## config.mk

```make
export PLATFORM = sky130hd
export DESIGN_NAME = time_digit_sequencer
export DESIGN_NICKNAME = d
export VERILOG_FILES = /design/src/rtl/time_digit_sequencer.sv
export SDC_FILE = /design/constraint.sdc
export NUM_CORES = 1
export LEC_CHECK = 0
export CAP_MARGIN = 10
export CORE_AREA = 2 2 85 87
export CTS_CLUSTER_DIAMETER = 80
export DETAILED_ROUTE_END_ITERATION = 12
export DIE_AREA = 0 0 87 89
export SYNTH_ARGS = -nofsm -noshare
export SYNTH_HDL_FRONTEND = slang
export SYNTH_SLANG_ARGS = --single-unit
```

## constraint.sdc

```tcl
create_clock -name clk -period 2.2 [get_ports clk]
set_input_delay 0.44 -clock clk [delete_from_list [all_inputs] [get_ports clk]]
set_output_delay 0.44 -clock clk [all_outputs]
set_load 0.05 [all_outputs]
```

## src/rtl/time_digit_sequencer.sv

```systemverilog
// Qualifies BCD HH:MM changes published by the RTC reader and streams the digits over valid/ready.
// Optional: define TIME_SEP_EN for a 5-slot HH:MM frame carrying a colon token (4'hA) at slot 2.
module time_digit_sequencer #(
  parameter int MIN_HOLD = 4
) (
  input  logic       clk,
  input  logic       rst,
  input  logic [7:0] read_hour,
  input  logic [7:0] read_minute,
  input  logic       force_redraw,
  input  logic       digit_ready,
  output logic       digit_valid,
  output logic [3:0] digit_value,
  output logic [2:0] digit_pos,
  output logic       busy,
  output logic       frame_done,
  output logic       bcd_err
);

`ifdef TIME_SEP_EN
  localparam logic [2:0] LAST_POS = 3'd4;
`else
  localparam logic [2:0] LAST_POS = 3'd3;
`endif
  localparam int CNT_W = $clog2(MIN_HOLD + 1);
  localparam logic [CNT_W-1:0] HOLD_MAX = CNT_W'(MIN_HOLD);

  typedef enum logic [2:0] {
    S_IDLE  = 3'd0,
    S_QUAL  = 3'd1,
    S_CHECK = 3'd2,
    S_EMIT  = 3'd3,
    S_DONE  = 3'd4
  } state_t;

  state_t           r_state, w_state_nxt;
  logic [CNT_W-1:0] r_cnt, w_cnt_nxt;
  logic [2:0]       r_idx, w_idx_nxt;
  logic [13:0]      r_last, w_last_nxt;
  logic             r_pend, w_pend_nxt;
  logic [12:0]      r_cand, r_snap;
  logic [12:0]      w_cur;
  logic             w_cand_ld, w_snap_ld;
  logic             w_unused;

  // Packed time: {hour[5:0], minute[6:0]}; the RTC mode/flag bits are ignored.
  assign w_cur    = {read_hour[5:0], read_minute[6:0]};
  assign w_unused = ^{read_hour[7:6], read_minute[7]};

  function automatic logic bcd_legal(input logic [12:0] t);
    return (t[10:7] <= 4'd9) && (t[12:7] <= 6'h23) && (t[6:4] <= 3'd5) && (t[3:0] <= 4'd9);
  endfunction

  function automatic logic [3:0] slot_digit(input logic [12:0] t, input logic [2:0] pos);
    logic [3:0] d;
    case (pos)
      3'd0:    d = {2'b00, t[12:11]};
      3'd1:    d = t[10:7];
`ifdef TIME_SEP_EN
      3'd2:    d = 4'hA;
      3'd3:    d = {1'b0, t[6:4]};
`else
      3'd2:    d = {1'b0, t[6:4]};
`endif
      default: d = t[3:0];
    endcase
    return d;
  endfunction

  always_ff @(posedge clk or posedge rst) begin
    if (rst) begin
      r_state <= S_IDLE;
      r_cnt   <= '0;
      r_idx   <= '0;
      r_last  <= 14'h3FFF;
      r_pend  <= 1'b0;
    end else begin
      r_state <= w_state_nxt;
      r_cnt   <= w_cnt_nxt;
      r_idx   <= w_idx_nxt;
      r_last  <= w_last_nxt;
      r_pend  <= w_pend_nxt;
    end
  end

  // Candidate and frame snapshot are pure data; their load enables come from the FSM.
  always_ff @(posedge clk) begin
    if (w_cand_ld) r_cand <= w_cur;
    if (w_snap_ld) r_snap <= r_cand;
  end

  always_comb begin
    w_state_nxt = r_state;
    w_cnt_nxt   = r_cnt;
    w_idx_nxt   = r_idx;
    w_last_nxt  = r_last;
    w_pend_nxt  = r_pend | force_redraw;
    w_cand_ld   = 1'b0;
    w_snap_ld   = 1'b0;
    digit_valid = 1'b0;
    digit_value = 4'd0;
    digit_pos   = 3'd0;
    frame_done  = 1'b0;
    bcd_err     = 1'b0;
    busy        = (r_state != S_IDLE);
    case (r_state)
      S_IDLE: begin
        if (({1'b0, w_cur} != r_last) || force_redraw || r_pend) begin
          w_state_nxt = S_QUAL;
          w_cand_ld   = 1'b1;
          w_cnt_nxt   = CNT_W'(1);
          w_pend_nxt  = 1'b0;
        end
      end
      S_QUAL: begin
        if (w_cur != r_cand) begin
          w_cand_ld = 1'b1;
          w_cnt_nxt = CNT_W'(1);
        end else if (r_cnt == HOLD_MAX) begin
          w_state_nxt = S_CHECK;
        end else begin
          w_cnt_nxt = r_cnt + CNT_W'(1);
        end
      end
      S_CHECK: begin
        // Record even an illegal value so a stuck bad reading does not re-fire every cycle.
        w_last_nxt = {1'b0, r_cand};
        if (bcd_legal(r_cand)) begin
          w_snap_ld   = 1'b1;
          w_idx_nxt   = 3'd0;
          w_state_nxt = S_EMIT;
        end else begin
          bcd_err     = 1'b1;
          w_state_nxt = S_IDLE;
        end
      end
      S_EMIT: begin
        digit_valid = 1'b1;
        digit_pos   = r_idx;
        digit_value = slot_digit(r_snap, r_idx);
        if (digit_ready) begin
          if (r_idx == LAST_POS) w_state_nxt = S_DONE;
          else                   w_idx_nxt   = r_idx + 3'd1;
        end
      end
      S_DONE: begin
        frame_done  = 1'b1;
        w_state_nxt = S_IDLE;
      end
      default: begin
        w_state_nxt = S_IDLE;
      end
    endcase
  end

endmodule

```

### Word-level counts from Yosys, hierarchy flattened

Index checks and enable logic that the tools add are counted.

| cells by class | value |
|---|---|
| shifts and indexed selects | 0 |
| reduce and logical (&&, ||, !) cells | 13 |
| equality and inequality tests | 18 |
| divide/modulo/power cells | 0 |
| add/subtract/negate cells | 2 |
| muxes and demuxes | 28 |
| magnitude comparators | 4 |
| $mul | 0 |
| bitwise operators | 1 |

Operators with widths:

| kind | number |
|---|---|
| $mux W3 | 11 |
| $ne A13 B14 Y1 | 1 |
| $ne A2 B2 Y1 const B | 7 |
| $ne A13 B13 Y1 | 1 |
| $eq A3 B2 Y1 const B | 4 |
| $pmux W3 S2 | 2 |
| $pmux W3 S4 | 1 |
| $pmux W4 S3 | 1 |
| $mux W1 | 10 |
| $le A4 B4 Y1 const B | 2 |
| $add A3 B1 Y3 const B | 2 |
| $eq A3 B1 Y1 const B | 2 |
| $eq A3 B3 Y1 const B | 2 |
| $le A6 B6 Y1 const B | 1 |
| $logic_not A3 Y1 | 2 |
| $reduce_and A5 Y1 | 1 |
| $mux W4 | 1 |
| $reduce_and A4 Y1 | 1 |
| $reduce_bool A2 Y1 | 2 |
| $le A3 B3 Y1 const B | 1 |
| $logic_and A1 B1 Y1 | 3 |
| $ne A3 B3 Y1 const B | 1 |
| $reduce_and A3 Y1 | 1 |
| $reduce_bool A3 Y1 | 1 |
| other kinds (4) | 5 |

| storage, ports and cells | value |
|---|---|
| bits in latches | 0 |
| flip-flop bits (word level) | 50 |
| memory bits (read-only) | 0 |
| memories | 0 |
| output and inout port bits | 11 |
| RAM bits | 0 |
| logic and storage cells | 73 |

### Longest topological paths before layout

| depth | value |
|---|---|
| depth after elaboration | 6 |
| depth in mapped cells | 6 |
| mapped depth without buffers | 6 |

### Worst setup path after synthesis

Ideal clock, no wire load.

| path | value |
|---|---|
| path kind | reg-to-output |
| from | reg r_idx[0] |
| to | out digit_value[0] |
| path slack | -0.086 ns |
| required time | 1.760 ns |
| path buffers | 0 |
| data arrival time | 1.846 ns |
| stages on the path, launching flop included | 6 |
| cells stage by stage | dfrtp_1 inv_1 ha_1 o31ai_1 a21oi_1 nor2_1 |

| between the ends | value |
|---|---|
| word-level cells in the longest chain between the ends | 3 |

Ends and longest elaborated chain:

| element | RTL line | text |
|---|---|---|
| start: declaration | 38 | `logic [2:0] r_idx, w_idx_nxt;` |
| start signal: assignment | 80 | `r_idx <= w_idx_nxt;` |
| $eq A3 B2 Y1, or another cell as far along | 56 | `case (pos)` |
| $pmux W4 S3 * | 56 |  |
| $mux W4 * | 106 | `case (r_state)` |
| end: declaration | 13 | `output logic [3:0] digit_value,` |

Mark *: on every way between the ends. The rest lies on a longest branch, timed or not.

### Final worst setup path

| path | value |
|---|---|
| from | reg r_idx[1] |
| to | out digit_value[1] |

Same word-level chain as after synthesis.

==> flow_summary.toml <==
[status]
status = "finished, violations left"
violations = "negative setup slack"

[layout]
drive_gt1_frac = 0.377
finalCoreUtilization = 0.470
layout_commonest_cell = "buf_4"
num-nets-final = 265
antennaDiodeCount = 0
stdcell_area_mm2 = 0.00316
syn2layout_area_growth_pct = 36.3
final_cells = 319
layout_common_cells = "29 x buf_4, 26 x edfxtp_1, 16 x clkdlybuf4s50_1"

[synth]
yosysSeqAreaShare = 0.604
synthArstFlopShare = 0.480
ys.flop_type = "edfxtp_1"
ys_seq_elements = 50
netlist_instances = 178
yosys_warnings = 0
syn_area_mm2 = 0.00232
syn_nets = 205
synth_edf_count = 26
avgSynthCellArea_um2 = 13.0
synth_cell_types = 39

[power]
powerDensity_mw_per_mm2 = 526
leakagePower_nw = 1.24
vdd_drop_max_mv = 0.223

[critical_path]
crit_type = "flop to output port"
crit_required_ps = 1760
crit_path_end_kind = "output port"
crit_slowest_cell = "dfrtp_1"
path_max_fanout = 4
arrival_ps = 1780
crit_path_max_incr_delay_ps = 420
cp_cell_sequence = "buf_6 > ha_4 > a222oi_1 > nor2_1 > a21oi_1 > nor2_2 > buf_12"
start_kind = "flop"
rr_startpoint = "r_state[0]"
crit_start = "r_idx[1]"

[timing]
rsz0062_at_grt = "yes"
finClkSkew_ps = 8.64
period_share = 1.01
worst_slack_ps = -16.0
hold_viol = 0
relSlewSlack = 0.727
tightestPinTransition_ps = 407
final_max_slew_viol_count = 0
fmax_mhz = 451
finalSetupViolCount = 1
whs_ps = 477
min_period_ps = 2220

[floorplanning]
die_area_mm2 = 0.00774
initial_core_util = 0.345
pin_count = 31
coreArea_mm2 = 0.00672
rows = 30
die-width_um = 87
fp.dieH_um = 89

[clocking]
path_clk_slew_ps = 90
htree_levels = 2
clock_path_buffers = 2
clkSinkCount = 50
worstSkewPairLatency_ps = 300
ctsRootBufferMaster = "clkbuf_8"
cts_tree = "built"
cts_buffers = 5
hold_buffers = 0

[routing]
post-route-drc-count = 0
wl_met1_um = 2080
firstDrtPassIters = 4
met3_length_um = 122
met2_length_um = 2300
routed.top_layer = "met4"
wl_per_cell_um = 14.5
drt_wl_total_um = 4610
ant_nets = 0
viasPerCell = 4.86
drt_iter0_drc = 52
num_vias = 1550

[placed_design]
dpl_cell_area_mm2 = 0.00295
dp.final_hpwl_um = 3400
place.gp.congestion = 0.729
port_buffers = 27
dp_cells = 304

[global_routing]
grt_pass1_wl_um = 7670
grt_max_degree = 25
grt_pass1_vias = 1584
grt.overflow.total = 0
gr-usage-all-layers = 0.133
antenna_found_initial = 0

[run]
max_cap_violations = 0

[min_path]
hold_class = "input port to asynchronous set/reset pin"
-- final timing paths --
| kind | to | slack (ps) | cells after the start |
|---|---|---|---|
| setup / recovery | digit_value[1] | -20 | 7 |
| hold / removal | r_cnt[0] | 480 | 3 |
| setup reg to reg | r_cand[5] | 210 | 5 |
| hold reg to reg | r_last[13] | 490 | 1 |
| max in group asynchronous | r_last[5] | 1430 | 3 |
| min in group clk | r_last[13] | 490 | 1 |
-- cells by family after synthesis --
group           after synthesis  share of synthesized area
fa+ha+maj                     7                     0.0378
compound gates               26                     0.0767
flops                        50                      0.604
mux                          13                     0.0632
xor+xnor                     26                     0.0983
buf+inv                      12                     0.0200
simple gates                 44                      0.100
-- final cells by class --
| type | instances | area (um^2) |
|---|---|---|
| Clock buffer | 5 | 68.8 |
| Clock inverter | 3 | 21.3 |
| Fill cell | 607 | 3560 |
| Inverter | 9 | 33.8 |
| Multi-Input combinational cell | 116 | 945 |
| Sequential cell | 50 | 1400 |
| Tap cell | 80 | 100 |
| Timing Repair Buffer | 56 | 589 |
-- state kept, by name, summed over array words and instances (netlist names) --
name / cells
r_state: 3
r_idx: 3
r_snap: 13
r_last: 14
r_pend: 1
r_cand: 13
r_cnt: 3
-- report_power, final --
group	leakage (nW)	switching (mW)	internal (mW)	total [mW]
registers	0.521	0.0132	1.00	1.01
clock network	0.0441	0.305	0.224	0.529
logic	0.670	0.0486	0.0692	0.118
total	1.24	0.367	1.29	1.66
-- metal layers --
layer | global-route usage | vias to the layer above
met5 | 0 | -
met2 | 0.217 | 27
met1 | 0.167 | 742
met3 | 0.0332 | 9
li1 | - | 772
met4 | 0.0597 | 0
-- cell usage after synthesis (2+ instances only) --
library cell,n,area share
a31oi_1,2,0.0054
xnor2_1,13,0.049
o21ai_0,3,0.0065
inv_1,9,0.015
nand3_1,2,0.0043
mux2_2,13,0.063
or4_1,2,0.0065
dfrtp_1,10,0.11
ha_1,7,0.038
o22ai_1,3,0.0081
dfstp_2,14,0.16
edfxtp_1,26,0.34
xor2_1,13,0.049
a222oi_1,2,0.0086
a21oi_1,6,0.013
o21a_1,2,0.0065
clkbuf_1,2,0.0032
nor2_1,15,0.024
nand3b_1,3,0.0097
nor4_1,3,0.0081
nand4_1,4,0.011
nand2_1,7,0.011
-- repair_timing --
action	CTS	global route
buffers inserted	4	3
pin swaps	2	3
gates cloned	0	0
hold endpoints to repair	0	0
gates resized for setup	9	5
endpoints found under the setup margin	17	13
-- worst max-delay path, delay by kind of cell (launching register included) --
kind	cells	cell delay [ps]
flops	1	420
simple gates	2	150
fa+ha+maj	1	170
compound gates	2	480
buf+inv	2	270
-- through the flow --
step	power, mW	setup WS (ps)	TNS, ps
after floorplan	1.07	123	0
after global placement	1.14	-349	-5570
after detailed placement	1.15	-353	-5680
after CTS	1.68	-46.8	-92.7
after global routing	1.74	-164	-389
final	1.66	-16.0	-16.0
Note: power is estimated with default switching activity, not from simulation.
